**config.mk**
```make
export PLATFORM = sky130hd
export DESIGN_NAME = elink_rx_dispatcher
export DESIGN_NICKNAME = d
export VERILOG_FILES = /design/src/rtl/elink_rx_dispatcher.sv
export SDC_FILE = /design/constraint.sdc
export NUM_CORES = 1
export LEC_CHECK = 0
export ABC_AREA = 0
export CAP_MARGIN = 20
export CORE_ASPECT_RATIO = 1.2
export CORE_UTILIZATION = 60
export DETAILED_ROUTE_END_ITERATION = 12
export HOLD_SLACK_MARGIN = 0.08
export PLACE_DENSITY_LB_ADDON = 0.25
export REMOVE_ABC_BUFFERS = 1
export SYNTH_ARGS = -nofsm -noshare
export SYNTH_HDL_FRONTEND = slang
export SYNTH_SLANG_ARGS = --single-unit
export TNS_END_PERCENT = 20
```
**constraint.sdc**
```tcl
create_clock -name clk -period 7.6 [get_ports clk]
set_input_delay 0.76 -clock clk [delete_from_list [all_inputs] [get_ports clk]]
set_output_delay 0.76 -clock clk [all_outputs]
set_load 0.1 [all_outputs]
```
**src/rtl/elink_rx_dispatcher.sv**
```systemverilog
// Elink receive parser: acquires comma lock, parses SOP/channel/payload/EOP frames and queues
// channel-tagged bytes in a FIFO. Define ELINK_RX_ERRCNT_EN to add the saturating err_cnt output.
module elink_rx_dispatcher #(
    parameter int unsigned FIFO_DEPTH  = 16,
    parameter int unsigned LOCK_COMMAS = 4,
    parameter int unsigned MAX_LEN     = 16
) (
    input  logic        clk,
    input  logic        rst,
    input  logic [9:0]  data_rec_in,
    input  logic        data_rec_vld,
    input  logic [7:0]  Kchar_comma,
    input  logic [7:0]  Kchar_sop,
    input  logic [7:0]  Kchar_eop,
    output logic [7:0]  rx_data_out,
    output logic [1:0]  rx_chan_out,
    output logic        rx_sop_out,
    output logic        rx_eop_out,
    output logic        rx_err_out,
    output logic        rx_valid_out,
    input  logic        rx_ready_in,
    output logic        locked,
`ifdef ELINK_RX_ERRCNT_EN
    output logic [15:0] err_cnt,
`endif
    output logic        frame_err
);
    localparam int unsigned AW = $clog2(FIFO_DEPTH);
    localparam int unsigned CW = AW + 1;
    localparam int unsigned LW = $clog2(MAX_LEN + 1);
    localparam int unsigned KW = $clog2(LOCK_COMMAS + 1);

    typedef enum logic [2:0] {StUnlocked, StIdle, StSel, StPayload, StDrop} state_e;

    state_e        state_q, state_d;
    logic [KW-1:0] comma_q, comma_d;
    logic [1:0]    chan_q, chan_d;
    logic [7:0]    hold_q, hold_d;
    logic          hold_vld_q, hold_vld_d;
    logic          sent_q, sent_d;
    logic [LW-1:0] len_q, len_d;
    logic          ferr_q, ferr_d;

    logic [AW-1:0] wr_ptr_q, rd_ptr_q;
    logic [CW-1:0] cnt_q, avail;
    logic [12:0]   mem [FIFO_DEPTH];
    logic [12:0]   head;
    logic          pop;

    logic       push, do_push, push_sop, push_eop, push_err, trunc;
    logic [7:0] push_byte;

    logic [7:0] wbyte;
    logic       is_k, is_d, is_comma, is_sop, is_eop, bad_word;

    assign wbyte    = data_rec_in[7:0];
    assign is_k     = (data_rec_in[9:8] == 2'b11);
    assign is_d     = (data_rec_in[9:8] == 2'b00);
    assign is_comma = is_k && (wbyte == Kchar_comma);
    assign is_sop   = is_k && (wbyte == Kchar_sop);
    assign is_eop   = is_k && (wbyte == Kchar_eop);
    assign bad_word = (data_rec_in[9] ^ data_rec_in[8]) || (is_k && !is_comma && !is_sop && !is_eop);

    assign rx_valid_out = (cnt_q != '0);
    assign pop          = rx_valid_out && rx_ready_in;
    // A same-cycle pop frees an entry for this cycle's push.
    assign avail        = CW'(FIFO_DEPTH) - cnt_q + CW'(pop);
    assign head         = mem[rd_ptr_q];
    assign {rx_err_out, rx_eop_out, rx_sop_out, rx_chan_out, rx_data_out} =
        rx_valid_out ? head : '0;
    assign locked       = (state_q != StUnlocked);
    assign frame_err    = ferr_q;

    always_comb begin
        state_d    = state_q;
        comma_d    = comma_q;
        chan_d     = chan_q;
        hold_d     = hold_q;
        hold_vld_d = hold_vld_q;
        sent_d     = sent_q;
        len_d      = len_q;
        ferr_d     = 1'b0;
        push       = 1'b0;
        push_byte  = hold_q;
        push_sop   = !sent_q;
        push_eop   = 1'b0;
        push_err   = 1'b0;
        trunc      = 1'b0;
        do_push    = 1'b0;
        if (data_rec_vld) begin
            if (bad_word) begin
                state_d = StUnlocked;
                comma_d = '0;
                ferr_d  = 1'b1;
                trunc   = (state_q == StPayload);
            end else begin
                unique case (state_q)
                    StUnlocked: begin
                        if (!is_comma) begin
                            comma_d = '0;
                        end else if (comma_q == KW'(LOCK_COMMAS - 1)) begin
                            comma_d = '0;
                            state_d = StIdle;
                        end else begin
                            comma_d = comma_q + 1'b1;
                        end
                    end
                    StIdle: if (is_sop) state_d = StSel;
                    StSel: begin
                        if (is_d && wbyte < 8'd3) begin
                            chan_d     = wbyte[1:0];
                            hold_vld_d = 1'b0;
                            sent_d     = 1'b0;
                            len_d      = '0;
                            state_d    = StPayload;
                        end else begin
                            ferr_d  = 1'b1;
                            state_d = StDrop;
                        end
                    end
                    StPayload: begin
                        if (is_d) begin
                            if (len_q == LW'(MAX_LEN)) begin
                                trunc   = 1'b1;
                                ferr_d  = 1'b1;
                                state_d = StDrop;
                            end else begin
                                len_d      = len_q + 1'b1;
                                hold_d     = wbyte;
                                hold_vld_d = 1'b1;
                                push       = hold_vld_q;
                            end
                        end else if (is_eop) begin
                            push     = hold_vld_q;
                            push_eop = 1'b1;
                            state_d  = StIdle;
                        end else if (is_sop) begin
                            trunc   = 1'b1;
                            ferr_d  = 1'b1;
                            state_d = StSel;
                        end
                    end
                    StDrop: begin
                        if (is_eop) state_d = StIdle;
                        else if (is_sop) state_d = StSel;
                    end
                    default: state_d = StUnlocked;
                endcase
            end
        end
        // Close an aborted frame; an empty hold after bytes left needs a bare marker entry.
        if (trunc) begin
            push_eop = 1'b1;
            push_err = 1'b1;
            if (hold_vld_q) begin
                push = 1'b1;
            end else if (sent_q) begin
                push      = 1'b1;
                push_byte = 8'h00;
                push_sop  = 1'b0;
            end
        end
        if (push) begin
            if (avail == '0) begin
                ferr_d = 1'b1;
                if (state_d == StPayload) state_d = StDrop;
            end else begin
                do_push = 1'b1;
                sent_d  = 1'b1;
                // Last free slot: close the frame here so it can never be left open.
                if (avail == CW'(1)) begin
                    push_eop = 1'b1;
                    push_err = 1'b1;
                    ferr_d   = 1'b1;
                    if (state_d == StPayload) state_d = StDrop;
                end
            end
        end
    end

    always_ff @(posedge clk or negedge rst) begin
        if (!rst) begin
            state_q    <= StUnlocked;
            comma_q    <= '0;
            chan_q     <= '0;
            hold_q     <= '0;
            hold_vld_q <= 1'b0;
            sent_q     <= 1'b0;
            len_q      <= '0;
            ferr_q     <= 1'b0;
            wr_ptr_q   <= '0;
            rd_ptr_q   <= '0;
            cnt_q      <= '0;
        end else begin
            state_q    <= state_d;
            comma_q    <= comma_d;
            chan_q     <= chan_d;
            hold_q     <= hold_d;
            hold_vld_q <= hold_vld_d;
            sent_q     <= sent_d;
            len_q      <= len_d;
            ferr_q     <= ferr_d;
            if (do_push) wr_ptr_q <= wr_ptr_q + 1'b1;
            if (pop) rd_ptr_q <= rd_ptr_q + 1'b1;
            cnt_q <= cnt_q + CW'(do_push) - CW'(pop);
        end
    end

    always_ff @(posedge clk) begin
        if (do_push) mem[wr_ptr_q] <= {push_err, push_eop, push_sop, chan_q, push_byte};
    end

`ifdef ELINK_RX_ERRCNT_EN
    logic [15:0] err_cnt_q;
    always_ff @(posedge clk or negedge rst) begin
        if (!rst) begin
            err_cnt_q <= '0;
        end else if (ferr_d && err_cnt_q != 16'hFFFF) begin
            err_cnt_q <= err_cnt_q + 1'b1;
        end
    end
    assign err_cnt = err_cnt_q;
`endif

endmodule

```
==> flow_metrics.py <==
metrics = {
    "global_route": {
        "grt_pass1_wl_um": 34200,
        "grt_pass1_vias": 5982,
        "grt_use_total_pct": 26.1,
        "gr-total-overflow": 0,
        "antenna_found_initial": 0,
        "grt_max_degree": 56,
    },
    "floorplan": {
        "die-height_um": 148,
        "dieArea_um2": 18300,
        "ios": 54,
        "die_w_um": 124,
        "core_region_area_um2": 17500,
        "start_util_pct": 61.0,
        "rows": 53,
    },
    "pwr": {
        "powerDensity_nw_per_um2": 275,
        "p_total_mw": 3.37,
        "leakagePower_nw": 3.91,
        "ir_drop_v": 0.000224,
    },
    "finish": {
        "layout_common_cells": "208 x edfxtp_1, 65 x mux4_2, 52 x clkdlybuf4s50_1, 35 x dfrtp_1, 26 x xnor2_1",
        "layout_commonest_cell": "edfxtp_1",
        "layout.nets": 720,
        "diodes": 0,
        "fill_cells": 1128,
        "design_area_um2": 12300,
        "drive_gt1_share_pct": 19.4,
        "area_growth_pct": 14.6,
        "final_cells": 900,
    },
    "min_path": {
        "hp-class": "primary input to async pin",
    },
    "cts": {
        "holdBufCountCts": 0,
        "htree_levels": 1,
        "cts.sinks": 245,
        "cts_tree": "built",
        "cts.clk_slew.worst_paths_ns": 0.06,
        "cts-root-buf": "clkbuf_16",
        "numCtsBuffers": 24,
        "clock_latency_ns": 0.51,
        "post_cts_buffers": 0,
        "clockBufferDepth": 3,
        "cts_resized": 0,
    },
    "placement": {
        "dp_cells": 853,
        "place.gp.congestion": 0.882,
        "dpl.hpwl_um": 13500,
        "port_buffers": 53,
        "dp_slack_ns": 2.97,
        "placed_cell_area_um2": 11400,
    },
    "sta": {
        "finalSetupTns_ns": 0,
        "finalHoldViolCount": 0,
        "fin_crit_sh_pct": 64.7,
        "fmax_mhz": 203,
        "min_period_ns": 4.92,
        "clock_skew_ns": 0.00934,
        "slew_headroom_pct": 25.5,
        "final.setup.worst_slack_ns": 2.68,
        "rsz0062_at_grt": "false",
        "setup_viol": 0,
        "finalMaxSlewViolations": 0,
        "max_slew.worst_pin.slew_ns": 1.12,
    },
    "detailed_routing": {
        "vias_per_cell": 6.28,
        "dr.pass1.iters": 6,
        "ant_nets": 0,
        "drt-total-wl_um": 22300,
        "vias": 5652,
        "drt_iter0_drc": 474,
        "drc": 0,
        "wire_per_inst_um": 24.8,
    },
    "worst_setup_path": {
        "crit_chain": "buf_4 > mux4_2 > mux4_2 > and2_1 > clkdlybuf4s50_1",
        "crit_path_end_kind": "primary output",
        "critPathLaunchType": "register",
        "path_class": "register to primary output",
        "path_common_cell": "mux4_2",
        "crit_arrival_ns": 4.16,
        "worstPathRequired_ns": 6.84,
        "critPathBufInv": 2,
        "worstPathMaxFanout": 34,
        "slowest_delay_ns": 0.96,
        "slowest_stage": "clkdlybuf4s50_1",
        "cpLargestDelayFamily": "buffers and inverters",
    },
    "synthesis": {
        "ys_seq_area_share_pct": 67.1,
        "syn-cell-area_um2": 10700,
        "synth_ff_type": "edfxtp_1",
        "syn_area_per_cell_um2": 17.7,
        "syn_inst": 602,
        "yosys_warnings": 0,
        "yosysUniqueCellTypes": 63,
        "synth_edf_count": 208,
        "ys_ff_latch": 245,
        "synthArstFlopShare_pct": 15.1,
    },
    "outcome": {
        "status": "finished clean",
    },
    "job": {
        "maxCapViolCount": 0,
    },
}
through the flow:
stage          hold slack [ns]  utilization [%]
2_1_floorplan            0.454                -
3_3_place_gp             0.475             65.0
3_5_place_dp             0.484             65.1
4_1_cts                  0.381             69.8
5_1_grt                  0.426             70.0
6_report                 0.361             70.0
power by group:
group / total, mW / switching [mW] / internal [mW]
combinational: 0.579 / 0.318 / 0.261
clock: 1.23 / 0.485 / 0.748
sequential: 1.55 / 0.0865 / 1.47
total: 3.37 / 0.889 / 2.48
path summary, 6_finish.rpt:
| path | from | end | slack [ns] | depth (start not counted) |
|---|---|---|---|---|
| min reg2reg | comma_q[1]$_DFFE_PN0P_ | comma_q[1]$_DFFE_PN0P_ | 0.49 | 2 |
| min in group clk | comma_q[1]$_DFFE_PN0P_ | comma_q[1]$_DFFE_PN0P_ | 0.49 | 2 |
| max reg2reg | cnt_q[2]$_DFF_PN0_ | cnt_q[4]$_DFF_PN0_ | 3.17 | 22 |
| max in group asynchronous | rst | rd_ptr_q[0]$_DFFE_PN0P_ | 6.60 | 1 |
| max | rd_ptr_q[0]$_DFFE_PN0P_ | rx_chan_out[0] | 2.68 | 5 |
| min | rst | cnt_q[4]$_DFF_PN0_ | 0.36 | 1 |
layer usage:
| layer | track usage (%) | wire [µm] | vias up |
|---|---|---|---|
| met2 | 47.7 | 12400 | 195 |
| li1 | - | - | 2489 |
| met5 | 0 | 0 | - |
| met4 | 7.71 | 454 | 0 |
| met1 | 32.1 | 8360 | 2929 |
| met3 | 3.18 | 1090 | 39 |
layout make-up:
class | count | area (µm²) | area share [%]
Clock buffer | 32 | 662 | 5.40
Clock inverter | 12 | 163 | 1.33
Inverter | 25 | 93.8 | 0.766
Multi-Input combinational cell | 306 | 3290 | 26.8
Sequential cell | 245 | 7180 | 58.6
Tap cell | 220 | 275 | 2.25
Timing Repair Buffer | 60 | 592 | 4.83
Yosys cell counts (3+ instances only):
| cell | number | area [µm²] |
|---|---|---|
| and3_1 | 17 | 106 |
| mux2_4 | 3 | 45.0 |
| xor2_1 | 11 | 96.3 |
| and2_1 | 16 | 100 |
| ha_1 | 19 | 238 |
| nor2b_1 | 14 | 87.6 |
| edfxtp_1 | 208 | 6250 |
| nor3_1 | 5 | 25.0 |
| dfrtp_1 | 37 | 926 |
| mux4_2 | 65 | 1460 |
| buf_2 | 9 | 45.0 |
| nor4b_1 | 3 | 26.3 |
| o21ai_0 | 13 | 65.1 |
| a21boi_0 | 3 | 22.5 |
| inv_1 | 24 | 90.1 |
| a31oi_1 | 3 | 18.8 |
| a21oi_1 | 6 | 30.0 |
| nand4_1 | 5 | 31.3 |
| buf_6 | 3 | 33.8 |
| clkbuf_1 | 12 | 45.0 |
| nand3_1 | 9 | 45.0 |
| mux2_2 | 7 | 78.8 |
| nand2_1 | 20 | 75.1 |
| xnor2_1 | 26 | 228 |
| o21ai_1 | 4 | 20.0 |
| nor2_1 | 8 | 30.0 |
cells by family after synthesis:
kind of cell	Yosys count	share of synthesized area (%)
compound gates	54	3.44
buf+inv	51	2.11
fa+ha+maj	20	2.41
flops	245	67.1
simple gates	118	6.81
xor+xnor	37	3.03
mux	77	15.1
flip-flops by register name, indices dropped and copies added (netlist names):
register / count
hold_q: 8
comma_q: 3
frame_err: 1
rd_ptr_q: 4
cnt_q: 5
hold_vld_q: 1
chan_q: 2
sent_q: 1
state_q: 3
mem: 208
wr_ptr_q: 4
len_q: 5
worst reg2reg max path, cell delays in order (launching register included):
cell	delay, ns
dfrtp_1	0.41
inv_1	0.14
ha_1	0.21
nor4b_1	0.27
inv_1	0.35
nand2_1	0.22
ha_1	0.19
inv_1	0.05
ha_1	0.19
nor3b_1	0.19
a31oi_1	0.06
nor3_1	0.34
nand2_1	0.15
o21a_2	0.24
inv_2	0.10
ha_1	0.12
inv_1	0.04
ha_1	0.20
fa_1	0.41
a21oi_1	0.18
nor2_1	0.05
nor2_1	0.12
xnor2_1	0.13
No activity file was read; power rests on OpenSTA's default activity.
